==> src/rtl/hilo_div_seq.sv <==
// hilo_div_seq: HI/LO register pair plus the sequencer that drives the iterative divide engine.
// Handles DIV/DIVU/MTHI/MTLO/MFHI/MFLO, stalls decode while a divide is in flight, aborts on timeout.
module hilo_div_seq #(
    parameter int TIMEOUT_CYCLES = 40,
    parameter int CNT_W          = 6
) (
    input  logic        clk,
    input  logic        rst,
    input  logic        op_valid,
    output logic        op_ready,
    input  logic [2:0]  op_code,
    input  logic [31:0] op_a,
    input  logic [31:0] op_b,
    output logic [31:0] rd_data,
    output logic        rd_valid,
    output logic        div_start,
    output logic        div_signed,
    output logic [31:0] div_dividend,
    output logic [31:0] div_divisor,
    input  logic        div_done,
    input  logic [31:0] div_quotient,
    input  logic [31:0] div_remainder,
    output logic        busy,
    output logic        div_zero,
    output logic        div_timeout
);
    typedef enum logic [1:0] {S_IDLE, S_LAUNCH, S_WAIT, S_COMMIT} state_t;

    localparam logic [2:0] OP_DIV = 3'b000, OP_MTHI = 3'b010, OP_MTLO = 3'b011,
                           OP_MFHI = 3'b100, OP_MFLO = 3'b101;
    localparam logic [CNT_W-1:0] CNT_LAST = CNT_W'(TIMEOUT_CYCLES - 1);

    state_t            state, state_n;
    logic [CNT_W-1:0]  cnt;
    logic [31:0]       hi, lo;
    logic              take, is_div, launch, expire;

    assign take   = op_valid && op_ready;
    assign is_div = take && op_code[2:1] == OP_DIV[2:1];
    assign launch = is_div && op_b != '0;
    assign expire = state == S_WAIT && !div_done && cnt == CNT_LAST;

    always_ff @(posedge clk or posedge rst) begin
        if (rst)
            state <= S_IDLE;
        else
            state <= state_n;
    end

    // done has priority over the timeout when both land on the same edge
    always_comb begin
        state_n = state == S_IDLE   ? (launch ? S_LAUNCH : S_IDLE) :
                  state == S_LAUNCH ? S_WAIT :
                  state == S_WAIT   ? (div_done ? S_COMMIT : (expire ? S_IDLE : S_WAIT)) :
                                      S_IDLE;
    end

    always_comb begin
        op_ready  = state == S_IDLE;
        busy      = state != S_IDLE;
        div_start = state == S_LAUNCH;
    end

    always_ff @(posedge clk or posedge rst) begin
        if (rst) begin
            hi           <= '0;
            lo           <= '0;
            cnt          <= '0;
            rd_data      <= '0;
            rd_valid     <= 1'b0;
            div_signed   <= 1'b0;
            div_dividend <= '0;
            div_divisor  <= '0;
            div_zero     <= 1'b0;
            div_timeout  <= 1'b0;
        end else begin
            rd_valid    <= take && (op_code == OP_MFHI || op_code == OP_MFLO);
            div_zero    <= is_div && op_b == '0;
            div_timeout <= expire;
            cnt         <= state == S_WAIT ? cnt + 1'b1 : '0;
            if (take && op_code == OP_MFHI)
                rd_data <= hi;
            if (take && op_code == OP_MFLO)
                rd_data <= lo;
            if (take && op_code == OP_MTHI)
                hi <= op_a;
            if (take && op_code == OP_MTLO)
                lo <= op_a;
            // operands only change in IDLE, so they stay put until COMMIT
            if (launch) begin
                div_signed   <= ~op_code[0];
                div_dividend <= op_a;
                div_divisor  <= op_b;
            end
            if (state == S_WAIT && div_done) begin
                lo <= div_quotient;
                hi <= div_remainder;
            end
        end
    end
endmodule

==> config.mk <==
export PLATFORM = sky130hd
export DESIGN_NAME = hilo_div_seq
export DESIGN_NICKNAME = d
export VERILOG_FILES = /design/src/rtl/hilo_div_seq.sv
export SDC_FILE = /design/constraint.sdc
export NUM_CORES = 1
export LEC_CHECK = 0
export CAP_MARGIN = 15
export CORE_MARGIN = 2
export CORE_UTILIZATION = 30
export DETAILED_ROUTE_END_ITERATION = 16
export SLEW_MARGIN = 15
export SYNTH_ARGS = -nofsm -noshare
export SYNTH_HDL_FRONTEND = slang
export SYNTH_SLANG_ARGS = --single-unit
export TNS_END_PERCENT = 30
==> constraint.sdc <==
create_clock -name clk -period 5.8 [get_ports clk]
set_input_delay 0.58 -clock clk [delete_from_list [all_inputs] [get_ports clk]]
set_output_delay 0.58 -clock clk [all_outputs]
set_load 0.05 [all_outputs]
==> results of run 1 <==
-- cell type report --
cell class,count,area [sq um],share of cell area
Multi-Input combinational cell,395,2850,0.269
Timing Repair Buffer,246,2460,0.232
Sequential cell,172,4300,0.406
Tap cell,324,405,0.0383
Inverter,5,23.8,0.00224
Clock inverter,12,115,0.0109
Clock buffer,18,439,0.0414
-- worst min-delay path by stage --
stage | startpoint | end | depth (start not counted)
5_1_grt | cnt[0]$_DFF_PP0_ | cnt[0]$_DFF_PP0_ | 1
3_5_place_dp | cnt[0]$_DFF_PP0_ | cnt[0]$_DFF_PP0_ | 1
4_1_cts | cnt[0]$_DFF_PP0_ | cnt[0]$_DFF_PP0_ | 1
3_3_place_gp | cnt[0]$_DFF_PP0_ | cnt[0]$_DFF_PP0_ | 1
6_report | cnt[0]$_DFF_PP0_ | cnt[0]$_DFF_PP0_ | 1
2_1_floorplan | cnt[0]$_DFF_PP0_ | cnt[0]$_DFF_PP0_ | 1
-- cells by family after synthesis --
kind of cell | count (synthesis) | share of synthesized area
AOI/OAI and AO/OA | 100 | 0.0723
buffers and inverters | 44 | 0.0308
adders and majority gates | 1 | 0.00170
xor gates and xnor gates | 4 | 0.00476
and+or+nand+nor | 129 | 0.0750
muxes | 161 | 0.230
DFF | 172 | 0.585
-- through the flow --
stage | utilization | hold WS [ns] | setup slack, ns | instances
after floorplan | - | 0.433 | 0.560 | 611
after global placement | 0.415 | 0.452 | 2.26 | 1141
after detailed placement | 0.415 | 0.452 | 2.29 | 1141
after CTS | 0.438 | 0.461 | 2.73 | 1171
after global routing | 0.438 | 0.491 | 3.21 | 1172
final | 0.438 | 0.456 | 3.34 | 1172
-- cells in the mapped netlist, drive strengths merged --
cell type and number:
a21oi 64, nor2 73, nand2b 1, nor2b 1
o41a 1, o21bai 1, o21ai 33, nor3 2
inv 5, xor2 2, xnor2 2, nand3b 1
mux2 65, or3b 1, buf 22, ha 1
and2 1, or4b 1, o41ai 1, nand4 2
nor4 8, clkbuf 17, nor3b 1, nand3 2
nand2 35, dfrtp 172, mux2i 96
-- worst reg2reg max path, cell delays in order, from the launching register on --
cell and delay, ns:
sky130_fd_sc_hd__dfrtp_1 0.45, sky130_fd_sc_hd__nand3b_4 0.53, sky130_fd_sc_hd__buf_4 0.66, sky130_fd_sc_hd__mux2i_1 0.34, sky130_fd_sc_hd__o21ai_0 0.11
-- flip-flops by register name (all words and copies together), names as in the netlist, 2 cells and up --
register      flops
hi               32
cnt               6
lo               32
div_dividend     32
rd_data          32
state             2
div_divisor      32
-- cells in the final DEF (no fill, tap or decap), drive strengths merged --
cell and count:
a21oi 64, and2 1, buf 10, bufinv 1, clkbuf 18, clkdlybuf4s50 236
clkinv 2, clkinvlp 6, dfrtp 172, ha 1, inv 8, mux2 65
mux2i 96, nand2 35, nand2b 1, nand3 2, nand3b 1, nand4 2
nor2 73, nor2b 1, nor3 2, nor3b 1, nor4 8, o21ai 33
o21bai 1, o41a 1, o41ai 1, or3b 1, or4b 1, xnor2 2
xor2 2
-- report_power, final --
part | total (W) | leakage [nW] | switching, W | internal [W]
registers | 0.00206 | 2.04 | 0.000288 | 0.00177
clock network | 0.00110 | 0.253 | 0.000497 | 0.000602
logic | 0.00311 | 2.48 | 0.00197 | 0.00114
-- per-layer routing --
layer,wire length [um],vias to the layer above,share of wire,global-route usage
met3,1180,16,0.062,0.0436
met4,187,0,0.0099,0.0405
met5,0,-,0,0
met1,8670,2578,0.46,0.200
li1,-,2578,-,-
met2,8880,149,0.47,0.246
==> results.sh, run 1 <==
export IMPL_run_status="complete, no violations"
export IMPL_synth_top_area_cell="sky130_fd_sc_hd__dfrtp_1"
export IMPL_rr_startpoint="state[1]$_DFF_PP0_"
export IMPL_fin_total_pwr_w=0.00626
export IMPL_final_min_period_over_clock_period=0.424
export IMPL_crit_path_start_kind="flip-flop"
export IMPL_firstDrtPassIters=6
export IMPL_cts_post_setup_buffers_inserted=0
export IMPL_rsz_0062_raised_after_global_routing="false"
export IMPL_clock_sinks=172
export IMPL_cap_violations=0
export IMPL_cp_arrival_ns=1.88
export IMPL_grt_first_pass_wirelength_mm=30.8
export IMPL_worst_endpoint_required_ns=5.22
export IMPL_holdCritPathClass="reg2reg"
export IMPL_stdcell_area_sq_um=10600
export IMPL_synth_cell_types=32
export IMPL_worst_slew_margin_relative_to_its_limit=0.522
export IMPL_slowest_delay_ns=0.84
export IMPL_timing_critical_path_max_delay_family="buffers and inverters"
export IMPL_final_layout_size_suffix_gt1_frac=0.124
export IMPL_layout_area_overhead_vs_synth_pct=44.1
export IMPL_cp_depth=2
export IMPL_setup_viol_count_final=0
export IMPL_synth_warning_count=0
export IMPL_pwr_dens_nw_per_um2=591
export IMPL_clkLatencyLatePin_ns=0.42
export IMPL_vias=5321
export IMPL_worstSetupEndpointType="output port"
export IMPL_worst_slew_pin_transition_ns=0.717
export IMPL_postCtsHoldBufs=0
export IMPL_synth_seq_area_share=0.585
export IMPL_core_area_sq_um=24200
export IMPL_timing_critical_path_slowest_stage_cell="sky130_fd_sc_hd__clkdlybuf4s50_1"
export IMPL_drtAntennaViolNets=0
export IMPL_synthCells=611
export IMPL_placementRows=57
export IMPL_cts_tree="done"
export IMPL_leakage_nw=4.77
export IMPL_globalRouteOverflowTotal=0
export IMPL_criticalPathCategory="reg2out"
export IMPL_clk_pin_slew_worst_paths_ns=0.06
export IMPL_synth_fp_nets=747
export IMPL_initial_core_util=0.304
export IMPL_worstRegToRegCells=4
export IMPL_cts_max_path_buffers=2
export IMPL_crit_chain="nor2b_1 -> clkdlybuf4s50_1"
export IMPL_worst_r2r_setup_slack_ns=3.57
export IMPL_vias_in_the_first_global_route=5628
export IMPL_design_final_nets=973
export IMPL_die_w_um=161
export IMPL_timing_critical_path_fanout_max=5
export IMPL_vdd_ir_drop_worst_v=0.000334
export IMPL_slew_violations=0
export IMPL_route_detailed_drc=0
export IMPL_post_cts_resize_count=0
export IMPL_numPortBuffers=237
export IMPL_grtUsageTotal=0.152
export IMPL_cp_startpoint="state[1]$_DFF_PP0_"
export IMPL_post_drt_wl_per_cell_um=16.1
export IMPL_dieHeight_um=161
export IMPL_cts_buffers=17
export IMPL_drt_vias_per_instance=4.54
export IMPL_post_synth_main_area_contributors="sky130_fd_sc_hd__dfrtp_1 (59%), sky130_fd_sc_hd__mux2i_1 (13%), sky130_fd_sc_hd__mux2_2 (8.6%), sky130_fd_sc_hd__a21oi_1 (4.4%), sky130_fd_sc_hd__nor2_1 (3.7%)"
export IMPL_routability_congestion_estimate=0.706
export IMPL_ioPinCount=238
export IMPL_post_layout_min_period_ns=2.46
export IMPL_synth_seq_cells=172
export IMPL_critPathCapture="div_start"
export IMPL_dpl_instance_area_sq_um=10000
export IMPL_clock_root_buffer="sky130_fd_sc_hd__clkbuf_16"
export IMPL_worst_path_buf_inv=1
export IMPL_achievable_frequency_ghz=0.406
export IMPL_post_synth_design_cell_area_sq_um=7350
export IMPL_critical_path_reg2reg_endpoint="lo[6]$_DFFE_PP0P_"
export IMPL_detail_route_iter0_violations=150
export IMPL_synth_avg_cell_area_sq_um=12.0
export IMPL_final_fill_count=2327
export IMPL_diodes=0
export IMPL_tns_ns=0
export IMPL_post_synth_top_area_fraction=0.585
export IMPL_grt_max_degree=66
export IMPL_die_area_sq_um=25800
export IMPL_h_tree_depth=4
export IMPL_totalWireLength_mm=18.9
export IMPL_antenna_violations_before_repair=0
export IMPL_dp_hpwl_mm=12.8
export IMPL_fin_skew_ns=0.00867
export IMPL_finalHoldViolations=0
Note: power is estimated with default switching activity, not from simulation.
==> run 2: changes to the inputs <==
==> constraint.sdc (replaced) <==
create_clock -name clk -period 2.3 [get_ports clk]
set_input_delay 0.23 -clock clk [delete_from_list [all_inputs] [get_ports clk]]
set_output_delay 0.23 -clock clk [all_outputs]
set_load 0.05 [all_outputs]
==> results.sh, run 2 (same netlist as run 1, synthesis figures left out) <==
export IMPL_dpl_instance_area_sq_um=10300
export IMPL_worst_slew_margin_relative_to_its_limit=0.549
export IMPL_rr_startpoint="state[1]$_DFF_PP0_"
export IMPL_antenna_violations_before_repair=0
export IMPL_dp_hpwl_mm=13.3
export IMPL_clk_pin_slew_worst_paths_ns=0.07
export IMPL_criticalPathCategory="reg2out"
export IMPL_placed_cells=1159
export IMPL_cp_startpoint="state[1]$_DFF_PP0_"
export IMPL_stdcell_count=1191
export IMPL_mostFrequentLayoutCell="sky130_fd_sc_hd__clkdlybuf4s50_1"
export IMPL_finalHoldViolations=0
export IMPL_vias=5347
export IMPL_layout_area_overhead_vs_synth_pct=47.7
export IMPL_grtUsageTotal=0.152
export IMPL_post_drt_wl_per_cell_um=15.9
export IMPL_core_area_sq_um=24200
export IMPL_postCtsHoldBufs=0
export IMPL_post_cts_resize_count=0
export IMPL_post_layout_min_period_ns=2.11
export IMPL_numPortBuffers=237
export IMPL_vias_in_the_first_global_route=5763
export IMPL_crit_path_start_kind="flip-flop"
export IMPL_worst_r2r_setup_slack_ns=0.35
export IMPL_critPathCapture="div_start"
export IMPL_cts_post_setup_buffers_inserted=0
export IMPL_cts_buffers=17
export IMPL_die_area_sq_um=25800
export IMPL_critical_path_reg2reg_endpoint="div_dividend[9]$_DFFE_PP0P_"
export IMPL_setup_viol_count_final=0
export IMPL_final_layout_size_suffix_gt1_frac=0.142
export IMPL_clkLatencyLatePin_ns=0.42
export IMPL_placementRows=57
export IMPL_fin_skew_ns=0.00814
export IMPL_stdcell_area_sq_um=10900
export IMPL_cts_max_path_buffers=2
export IMPL_initial_core_util=0.304
export IMPL_ioPinCount=238
export IMPL_slew_violations=0
export IMPL_drt_vias_per_instance=4.49
export IMPL_mostFrequentLayoutCells="sky130_fd_sc_hd__clkdlybuf4s50_1 (236), sky130_fd_sc_hd__dfrtp_1 (172), sky130_fd_sc_hd__mux2i_1 (96)"
export IMPL_drtAntennaViolNets=0
export IMPL_grt_first_pass_wirelength_mm=30.8
export IMPL_clock_sinks=172
export IMPL_pwr_dens_nw_per_um2=1470
export IMPL_timing_critical_path_fanout_max=5
export IMPL_die_w_um=161
export IMPL_achievable_frequency_ghz=0.475
export IMPL_dieHeight_um=161
export IMPL_diodes=0
export IMPL_worst_endpoint_required_ns=2.07
export IMPL_firstDrtPassIters=3
export IMPL_post_route_util=0.449
export IMPL_grt_max_degree=57
export IMPL_cp_arrival_ns=1.88
export IMPL_worstRegToRegCells=5
export IMPL_cap_violations=0
export IMPL_vdd_ir_drop_worst_v=0.000932
export IMPL_detail_route_iter0_violations=138
export IMPL_worst_slew_pin_transition_ns=0.676
export IMPL_leakage_nw=4.91
export IMPL_clock_root_buffer="sky130_fd_sc_hd__clkbuf_16"
export IMPL_worstSetupEndpointType="output port"
export IMPL_final_fill_count=2267
export IMPL_design_final_nets=990
export IMPL_routability_congestion_estimate=0.703
export IMPL_run_status="complete, no violations"
export IMPL_globalRouteOverflowTotal=0
export IMPL_holdCritPathClass="in2reg"
export IMPL_rsz_0062_raised_after_global_routing="false"
export IMPL_hold_worst_slack_ns=0.230
export IMPL_final_min_period_over_clock_period=0.916
export IMPL_route_detailed_drc=0
export IMPL_totalWireLength_mm=18.9
export IMPL_cts_tree="done"
export IMPL_h_tree_depth=4
-- run 2: cell count changes in the layout (fill, tap and decap cells not counted), sizes merged --
cell	previous run	this run
inv	8	9
clkinv	2	3
buf	10	27
clkinvlp	6	4
clkbuf	18	20
-- run 2: cell type report --
type / count / area (sq um) / share of cell area
clock buffers: 20 / 457 / 0.0420
clock inverters: 12 / 111 / 0.0103
inverters: 5 / 22.5 / 0.00207
multi-input cells: 395 / 2850 / 0.262
flip-flops and latches: 172 / 4300 / 0.396
well taps: 324 / 405 / 0.0373
repair buffers: 263 / 2710 / 0.250
-- run 2: where the power goes --
part           internal, W  total [W]  switching (W)
Combinational      0.00298    0.00799        0.00501
Clock              0.00156    0.00280        0.00124
Sequential         0.00446    0.00519       0.000733
-- run 2: routing by layer --
layer / vias up / wire length (um) / global-route usage
li1: 2621 / - / -
met1: 2564 / 8460 / 0.192
met2: 145 / 8940 / 0.249
met3: 17 / 1210 / 0.0504
met4: 0 / 298 / 0.0471
met5: - / 0 / 0
-- run 2: how the worst min path moves through the flow --
| stage | startpoint | slack [ns] | end | depth (start not counted) |
|---|---|---|---|---|
| 6_report | op_code[0] | 0.23 | div_signed$_DFFE_PP0P_ | 3 |
| 5_1_grt | op_code[0] | 0.22 | div_signed$_DFFE_PP0P_ | 3 |
| 4_1_cts | op_code[0] | 0.22 | div_signed$_DFFE_PP0P_ | 3 |
| 3_5_place_dp | cnt[0]$_DFF_PP0_ | 0.47 | cnt[0]$_DFF_PP0_ | 1 |
| 3_3_place_gp | cnt[0]$_DFF_PP0_ | 0.45 | cnt[0]$_DFF_PP0_ | 1 |
| 2_1_floorplan | op_a[10] | 0.36 | div_dividend[10]$_DFFE_PP0P_ | 1 |
-- run 2: worst max-delay path: stages (launching register included) --
cell                              delay, ns
sky130_fd_sc_hd__dfrtp_1               0.44
sky130_fd_sc_hd__nor2b_1               0.18
sky130_fd_sc_hd__clkdlybuf4s50_1       0.84
-- run 2: metrics by stage --
step / setup TNS, ns / total power, W / setup WS, ns
4_1_cts: 0 / 0.0162 / 0.164
5_1_grt: 0 / 0.0169 / 0.125
3_3_place_gp: -4.69 / 0.0132 / -0.0878
2_1_floorplan: -21.79 / 0.0104 / -0.127
3_5_place_dp: -5.74 / 0.0133 / -0.114
6_report: 0 / 0.0160 / 0.193
==> run 3: changes to the inputs <==
--- a/config.mk
+++ b/config.mk
@@ -13,4 +13,3 @@
 export SYNTH_ARGS = -nofsm -noshare
 export SYNTH_HDL_FRONTEND = slang
 export SYNTH_SLANG_ARGS = --single-unit
-export TNS_END_PERCENT = 30
==> results of run 3 <==
Same layout as run 2: the final DEF is identical, and so are final timing and power.
